[src/rtl/eth_mdio_ctrl_if.sv]
// Command/response channel of the MDIO management master.
interface eth_mdio_ctrl_if;
    logic        cmd_valid;
    logic        cmd_ready;
    logic        cmd_read;
    logic [4:0]  cmd_phyad;
    logic [4:0]  cmd_regad;
    logic [15:0] cmd_wdata;
    logic        rsp_valid;
    logic [15:0] rsp_rdata;
    logic        rsp_err;

    modport master (
        output cmd_valid, cmd_read, cmd_phyad, cmd_regad, cmd_wdata,
        input  cmd_ready, rsp_valid, rsp_rdata, rsp_err
    );

    modport slave (
        input  cmd_valid, cmd_read, cmd_phyad, cmd_regad, cmd_wdata,
        output cmd_ready, rsp_valid, rsp_rdata, rsp_err
    );
endinterface

[src/rtl/eth_mdio_ctrl.sv]
// Clause-22 MDIO master: serialises one read/write management frame per
// accepted command and returns read data with a one-cycle response strobe.
module eth_mdio_ctrl #(
    parameter int unsigned CLK_DIV     = 13,
    parameter bit          PREAMBLE_EN = 1'b1
) (
    input  logic                 clk,
    input  logic                 rstn,
    eth_mdio_ctrl_if.slave       bus,
    output logic                 mdc,
    output logic                 mdio_o,
    output logic                 mdio_t,
    input  logic                 mdio_i
);
    localparam int unsigned FRAME_W = PREAMBLE_EN ? 64 : 32;
    localparam int unsigned HCNT_W  = 8;
    localparam int unsigned BCNT_W  = 7;
    localparam logic [HCNT_W-1:0] HALF_LAST = HCNT_W'(CLK_DIV - 1);
    localparam logic [BCNT_W-1:0] BITS      = BCNT_W'(FRAME_W);
    // r_bit counts bits already started: first TA bit index, TA2 and DATA sample points
    localparam logic [BCNT_W-1:0] TA_POS    = BCNT_W'(FRAME_W - 18);
    localparam logic [BCNT_W-1:0] ERR_BIT   = BCNT_W'(FRAME_W - 16);
    localparam logic [BCNT_W-1:0] DATA_BIT  = BCNT_W'(FRAME_W - 15);

    typedef enum logic [1:0] {S_IDLE, S_SHIFT, S_DONE} state_t;

    state_t              r_state;
    logic [FRAME_W-1:0]  r_frame;
    logic [HCNT_W-1:0]   r_hcnt;
    logic [BCNT_W-1:0]   r_bit;
    logic                r_high;
    logic                r_read;
    logic                r_err_sh;
    logic [15:0]         r_rd_sh;
    logic                r_ready;
    logic                r_rsp_valid;
    logic                r_err;
    logic [15:0]         r_rdata;
    logic                r_mdc;
    logic                r_mdo;
    logic                r_mdt;

    logic [31:0]         w_frame32;
    logic [FRAME_W-1:0]  w_frame;

    assign w_frame32 = {2'b01,
                        bus.cmd_read ? 2'b10 : 2'b01,
                        bus.cmd_phyad,
                        bus.cmd_regad,
                        bus.cmd_read ? 2'b11 : 2'b10,
                        bus.cmd_read ? 16'hFFFF : bus.cmd_wdata};
    assign w_frame   = FRAME_W'({32'hFFFF_FFFF, w_frame32});

    always_ff @(posedge clk or negedge rstn) begin
        if (!rstn) begin
            r_state     <= S_IDLE;
            r_frame     <= '0;
            r_hcnt      <= '0;
            r_bit       <= '0;
            r_high      <= 1'b0;
            r_read      <= 1'b0;
            r_err_sh    <= 1'b0;
            r_rd_sh     <= '0;
            r_ready     <= 1'b0;
            r_rsp_valid <= 1'b0;
            r_err       <= 1'b0;
            r_rdata     <= '0;
            r_mdc       <= 1'b0;
            r_mdo       <= 1'b1;
            r_mdt       <= 1'b1;
        end else begin
            r_rsp_valid <= 1'b0;
            case (r_state)
                S_IDLE: begin
                    r_ready <= 1'b1;
                    // Bit 0 low phase starts on the accepting edge itself
                    if (bus.cmd_valid && r_ready) begin
                        r_ready <= 1'b0;
                        r_state <= S_SHIFT;
                        r_read  <= bus.cmd_read;
                        r_frame <= w_frame << 1;
                        r_mdo   <= w_frame[FRAME_W-1];
                        r_mdt   <= 1'b0;
                        r_mdc   <= 1'b0;
                        r_hcnt  <= HALF_LAST;
                        r_high  <= 1'b0;
                        r_bit   <= BCNT_W'(1);
                    end
                end
                S_SHIFT: begin
                    if (r_hcnt != '0) begin
                        r_hcnt <= r_hcnt - HCNT_W'(1);
                    end else if (!r_high) begin
                        r_high <= 1'b1;
                        r_mdc  <= 1'b1;
                        r_hcnt <= HALF_LAST;
                        if (r_read && r_bit == ERR_BIT) begin
                            r_err_sh <= mdio_i;
                        end
                        if (r_read && r_bit >= DATA_BIT) begin
                            r_rd_sh <= {r_rd_sh[14:0], mdio_i};
                        end
                    end else if (r_bit == BITS) begin
                        r_state     <= S_DONE;
                        r_rsp_valid <= 1'b1;
                        r_mdc       <= 1'b0;
                        r_mdo       <= 1'b1;
                        r_mdt       <= 1'b1;
                        if (r_read) begin
                            r_rdata <= r_rd_sh;
                            r_err   <= r_err_sh;
                        end else begin
                            r_err   <= 1'b0;
                        end
                    end else begin
                        // Reads hand the line to the PHY from the first TA bit on
                        r_high  <= 1'b0;
                        r_mdc   <= 1'b0;
                        r_hcnt  <= HALF_LAST;
                        r_mdo   <= r_frame[FRAME_W-1];
                        r_frame <= r_frame << 1;
                        r_mdt   <= r_read && (r_bit >= TA_POS);
                        r_bit   <= r_bit + BCNT_W'(1);
                    end
                end
                S_DONE: begin
                    r_state <= S_IDLE;
                    r_ready <= 1'b1;
                end
                default: begin
                    r_state <= S_IDLE;
                end
            endcase
        end
    end

    assign bus.cmd_ready = r_ready;
    assign bus.rsp_valid = r_rsp_valid;
    assign bus.rsp_rdata = r_rdata;
    assign bus.rsp_err   = r_err;
    assign mdc           = r_mdc;
    assign mdio_o        = r_mdo;
    assign mdio_t        = r_mdt;
endmodule

[src/flat_wrapper.sv]
// flat-port wrapper written by rule: the top's interface ports become plain ports
module eth_mdio_ctrl_flat 
#(
    parameter int unsigned CLK_DIV     = 13,
    parameter bit          PREAMBLE_EN = 1'b1
)
  (clk, rstn, mdc, mdio_o, mdio_t, mdio_i, bus_cmd_valid, bus_cmd_read, bus_cmd_phyad, bus_cmd_regad, bus_cmd_wdata, bus_cmd_ready, bus_rsp_valid, bus_rsp_rdata, bus_rsp_err);
  eth_mdio_ctrl_if bus_i ();
  input  logic clk;
  input  logic rstn;
  output logic mdc;
  output logic mdio_o;
  output logic mdio_t;
  input  logic mdio_i;
  input wire logic [$bits(bus_i.cmd_valid)-1:0] bus_cmd_valid;
  input wire logic [$bits(bus_i.cmd_read)-1:0] bus_cmd_read;
  input wire logic [$bits(bus_i.cmd_phyad)-1:0] bus_cmd_phyad;
  input wire logic [$bits(bus_i.cmd_regad)-1:0] bus_cmd_regad;
  input wire logic [$bits(bus_i.cmd_wdata)-1:0] bus_cmd_wdata;
  output wire logic [$bits(bus_i.cmd_ready)-1:0] bus_cmd_ready;
  output wire logic [$bits(bus_i.rsp_valid)-1:0] bus_rsp_valid;
  output wire logic [$bits(bus_i.rsp_rdata)-1:0] bus_rsp_rdata;
  output wire logic [$bits(bus_i.rsp_err)-1:0] bus_rsp_err;
  assign bus_i.cmd_valid = bus_cmd_valid;
  assign bus_i.cmd_read = bus_cmd_read;
  assign bus_i.cmd_phyad = bus_cmd_phyad;
  assign bus_i.cmd_regad = bus_cmd_regad;
  assign bus_i.cmd_wdata = bus_cmd_wdata;
  assign bus_cmd_ready = bus_i.cmd_ready;
  assign bus_rsp_valid = bus_i.rsp_valid;
  assign bus_rsp_rdata = bus_i.rsp_rdata;
  assign bus_rsp_err = bus_i.rsp_err;
  eth_mdio_ctrl #(.CLK_DIV(CLK_DIV), .PREAMBLE_EN(PREAMBLE_EN)) u_core (.clk(clk), .rstn(rstn), .bus(bus_i), .mdc(mdc), .mdio_o(mdio_o), .mdio_t(mdio_t), .mdio_i(mdio_i));
endmodule
[config.mk]
export PLATFORM = sky130hd
export DESIGN_NAME = eth_mdio_ctrl_flat
export DESIGN_NICKNAME = d
export VERILOG_FILES = /design/src/rtl/eth_mdio_ctrl_if.sv /design/src/rtl/eth_mdio_ctrl.sv /design/src/flat_wrapper.sv
export SDC_FILE = /design/constraint.sdc
export NUM_CORES = 1
export LEC_CHECK = 0
export ABC_AREA = 1
export CORE_MARGIN = 5
export CORE_UTILIZATION = 55
export CTS_BUF_LIST = sky130_fd_sc_hd__clkbuf_8
export DETAILED_ROUTE_END_ITERATION = 8
export GPL_TIMING_DRIVEN = 0
export PLACE_DENSITY_LB_ADDON = 0.15
export SLEW_MARGIN = 20
export SYNTH_ARGS = -nofsm -noshare
export SYNTH_HDL_FRONTEND = slang
export SYNTH_SLANG_ARGS = --single-unit
[constraint.sdc]
create_clock -name clk -period 2.4 [get_ports clk]
set_clock_uncertainty 0.05 [all_clocks]
set_input_delay 0.24 -clock clk [delete_from_list [all_inputs] [get_ports clk]]
set_output_delay 0.24 -clock clk [all_outputs]
set_load 0.005 [all_outputs]
==> key figures <==
Synth
  – Post-Syn Area: a little under 6000 µm²
  – Seq/Total Area, Yosys: a little over half
  – EDFF count, synth: 0
  – Primary FF master, synth: dfrtp_1
  – Area leader, netlist: dfrtp_1
  – Area share of the largest cell type after synthesis: 51.17%
  – Async S/R FF share, synth: 100.0%
  – Synth area leaders: dfrtp_1 (51%), nand2_1 (16%), o21ai_0 (6.4%), nor2_1 (4.4%), nand3_1 (4.0%)
  – Avg Cell Area, Syn: 8.082 µm²
  – Unique cell type count in the Yosys netlist: 30
  – Synth Warn #: 0
  – Flops & latches, synth: between 100 and 150
  – Mapped Nets: between 700 and 800
  – Mapped Cells: between 700 and 800

Worst setup path
  – Setup slack, reg-to-reg: 290 ps
  – WP data required: 2640 ps
  – Worst-path cell chain: inv_1 -> ha_1 -> nand2_1 -> nor2_1 -> nand3_1 -> nand3_2 -> buf_6 -> clkbuf_1 -> o21ai_0
  – WS Path Type: reg -> reg
  – Worst path max stage delay: between 400 and 500 ps
  – CP max-delay cell: dfrtp_1
  – Critical path endpoint category: register
  – CP Launch Type: register
  – Crit path max fanout: 10
  – Arr. time, crit path: about 2400 ps

Power
  – Clock network fraction of design power: 27.1%
  – Pint: between 0.004 and 0.005 W
  – Comb power frac: about a quarter
  – Seq pwr share: a little under half
  – PwrDens: between 900 and 1000 nW/µm²
  – Leak: roughly 3.6 nW
  – Sw frac: between 30% and 40%
  – Net Switching: 0.002121 W
  – Worst IR Drop VDD: ~0.52 mV

Floorplan
  – Initial core utilization: 56.37%
  – Cell row count: 37
  – Die Area: roughly 13000 µm²
  – DIE HEIGHT: 112.9 µm
  – Core area: approximately 10000 µm²
  – DIE WIDTH: 112.9 µm
  – I/O pin cnt: 53

STA
  – Fin Hold WS: 326.8 ps
  – Worst rel slew slack: 56.39%
  – Post-layout min period: 2108 ps
  – Fin. Hold Viols: 0
  – Slew Viols, Final: 0
  – Fin crit share: between 80 and 90%
  – FMAX: about 0.47 GHz
  – RSZ-0062 raised after global routing: no
  – Final setup fails: 0
  – Worst slew pin tran: around 650 ps

Finish
  – Diodes inserted: 0
  – Commonest non-fill, non-tap cell in the layout: nand2_1
  – Layout area overhead: 18.94%
  – Final Util: about two thirds
  – Number of fill cells: 869
  – Most frequent cells in the layout: nand2_1 (245), dfrtp_1 (119), o21ai_0 (74), nor2_1 (68), inv_1 (57)
  – Layout cell share with drive strength beyond 1: 10.95%
  – Final nets: a little over 800

Global routing
  – First-pass GRT wire length: roughly 22 mm
  – Total grt overflow: 0
  – Antenna violations before repair: 0
  – Vias in the first global route: slightly below 5000
  – Maximum number of pins on one net before global-route repair: 73
  – Tot GR Track Use: about a fifth

Detailed routing
  – Routed vias/inst: 5.221
  – Post-Route WL: 12.62 mm
  – Post-route ant nets: 0
  – Initial DRC count: 310
  – DR WL/cell: approximately 13 µm
  – Pre-antenna DRT Iters: 5
  – Vias: ~4900
  – DRC Markers: 0

Placed design
  – GP Congestion: around 0.86
  – PortBufs: just over 50
  – Hpwl dp: between 8 and 9 mm

Clocking
  – H-tree Lvls: 4
  – Root Driver: clkbuf_8
  – Worst-Skew Late Latency: ~430 ps
  – CTS tree: built
  – CTS clk-pin slew, worst paths: approximately 70 ps
  – CTS buffer count: 17
  – CTS max path bufs: 2
  – TritonCTS Sinks: around 120

Hold path
  – Hold/Removal Path Class: in -> reg

Flow run
  – Max-cap violations: 0

Status
  – Outcome: finished, final reports clean
metrics by stage:
step                      cells  setup TNS [ps]  setup WS [ps]  area [µm²]  total power, W
after detailed placement    908               0          257.1        6529        0.004756
after CTS                   940               0          241.7        6920        0.006535
after global routing        940               0          55.77        6922        0.007001
after global placement      907         -431550          -3600        6500        0.004625
final                       940               0          292.2        6922        0.006492
after floorplan             720               0          696.7        5819        0.004257
worst max-delay path: cells and delay by family (launching register included):
family / cells / cell delay [ps]
compound gates: 1 / 150
simple gates: 4 / 560
fa+ha+maj: 1 / 160
flops: 1 / 440
buf+inv: 3 / 610
synthesized netlist by cell type (3+ instances only):
library cell,number
nand3_2,10
xor2_1,3
buf_6,5
nand3_1,46
o21ai_2,7
o21ai_0,74
nand4_1,24
inv_2,3
dfrtp_1,119
ha_1,6
nand2_2,4
inv_1,54
buf_2,12
clkbuf_1,18
or2_2,3
nor2_1,68
nand2_1,245
power groups by stage:
stage / logic (W) / registers [W] / clock network (W)
global placement: 0.00154 / 0.00308 / 0
floorplan: 0.00124 / 0.00302 / 0
CTS: 0.00166 / 0.00309 / 0.00179
detailed placement: 0.00164 / 0.00311 / 0
finish: 0.00164 / 0.00310 / 0.00176
global route: 0.00192 / 0.00318 / 0.00190
layer usage:
layer | GRT usage, % | part of all wire [%] | routed length [µm] | vias up
met5 | 0 | 0 | 0 | -
met4 | 8.574 | 1.2 | 148 | 0
met3 | 5.134 | 4.1 | 523 | 15
met2 | 35.55 | 50 | 6348 | 108
met1 | 26.96 | 44 | 5596 | 2351
li1 | - | - | - | 2434
path summary, 6_finish.rpt:
kind                                                      from                                   end  depth (start not counted)
setup / recovery                   u_core.r_bit[0]$_DFFE_PN0P_         u_core.r_frame[5]$_DFFE_PN0P_                          9
hold / removal                                    bus_cmd_read         u_core.r_frame[3]$_DFFE_PN0P_                          5
setup reg to reg                   u_core.r_bit[0]$_DFFE_PN0P_         u_core.r_frame[5]$_DFFE_PN0P_                          9
hold reg to reg            u_core.bus.rsp_rdata[8]$_DFFE_PN0P_   u_core.bus.rsp_rdata[8]$_DFFE_PN0P_                          2
max in group asynchronous                                 rstn        u_core.r_frame[21]$_DFFE_PN0P_                          3
min in group asynchronous                                 rstn  u_core.bus.rsp_rdata[14]$_DFFE_PN0P_                          2
flip-flops by register name, indices dropped and copies added (netlist names), 2 cells and up:
name,flops
u_core.bus.rsp_rdata,16
u_core.r_state,2
u_core.r_bit,7
u_core.r_hcnt,8
u_core.r_frame,63
u_core.r_rd_sh,16
area by class of cell:
| class | instances | area, µm² | area share [%] |
|---|---|---|---|
| repair buffers | 53 | 549.3 | 7.936 |
| clock inverters | 11 | 106.4 | 1.537 |
| inverters | 57 | 214.0 | 3.091 |
| well taps | 136 | 170.2 | 2.458 |
| flip-flops and latches | 121 | 3030 | 43.78 |
| clock buffers | 20 | 275.3 | 3.977 |
| plain buffers | 39 | 212.7 | 3.073 |
| multi-input cells | 503 | 2364 | 34.15 |
repair_timing:
| item | in CTS | in global routing |
|---|---|---|
| hold endpoints to repair | 69 | 0 |
| setup buffers | 0 | 0 |
| endpoints found under the setup margin | 0 | 1 |
| hold buffers | 1 | 0 |
| gates resized for setup | 0 | 2 |
logic make-up (layout without fill, tap and decap cells):
| group | count (synthesis) | in the layout | synth area share [%] |
|---|---|---|---|
| adder cells (fa/ha/maj) | 6 | 6 | 1.290 |
| buffers and inverters | 96 | 180 | 7.310 |
| XOR/XNOR | 3 | 3 | 0.4516 |
| AND/OR/NAND/NOR | 411 | 411 | 31.20 |
| flip-flops | 121 | 121 | 52.07 |
| AO/OA/AOI/OAI | 83 | 83 | 7.676 |
Note: power is estimated with default switching activity, not from simulation.
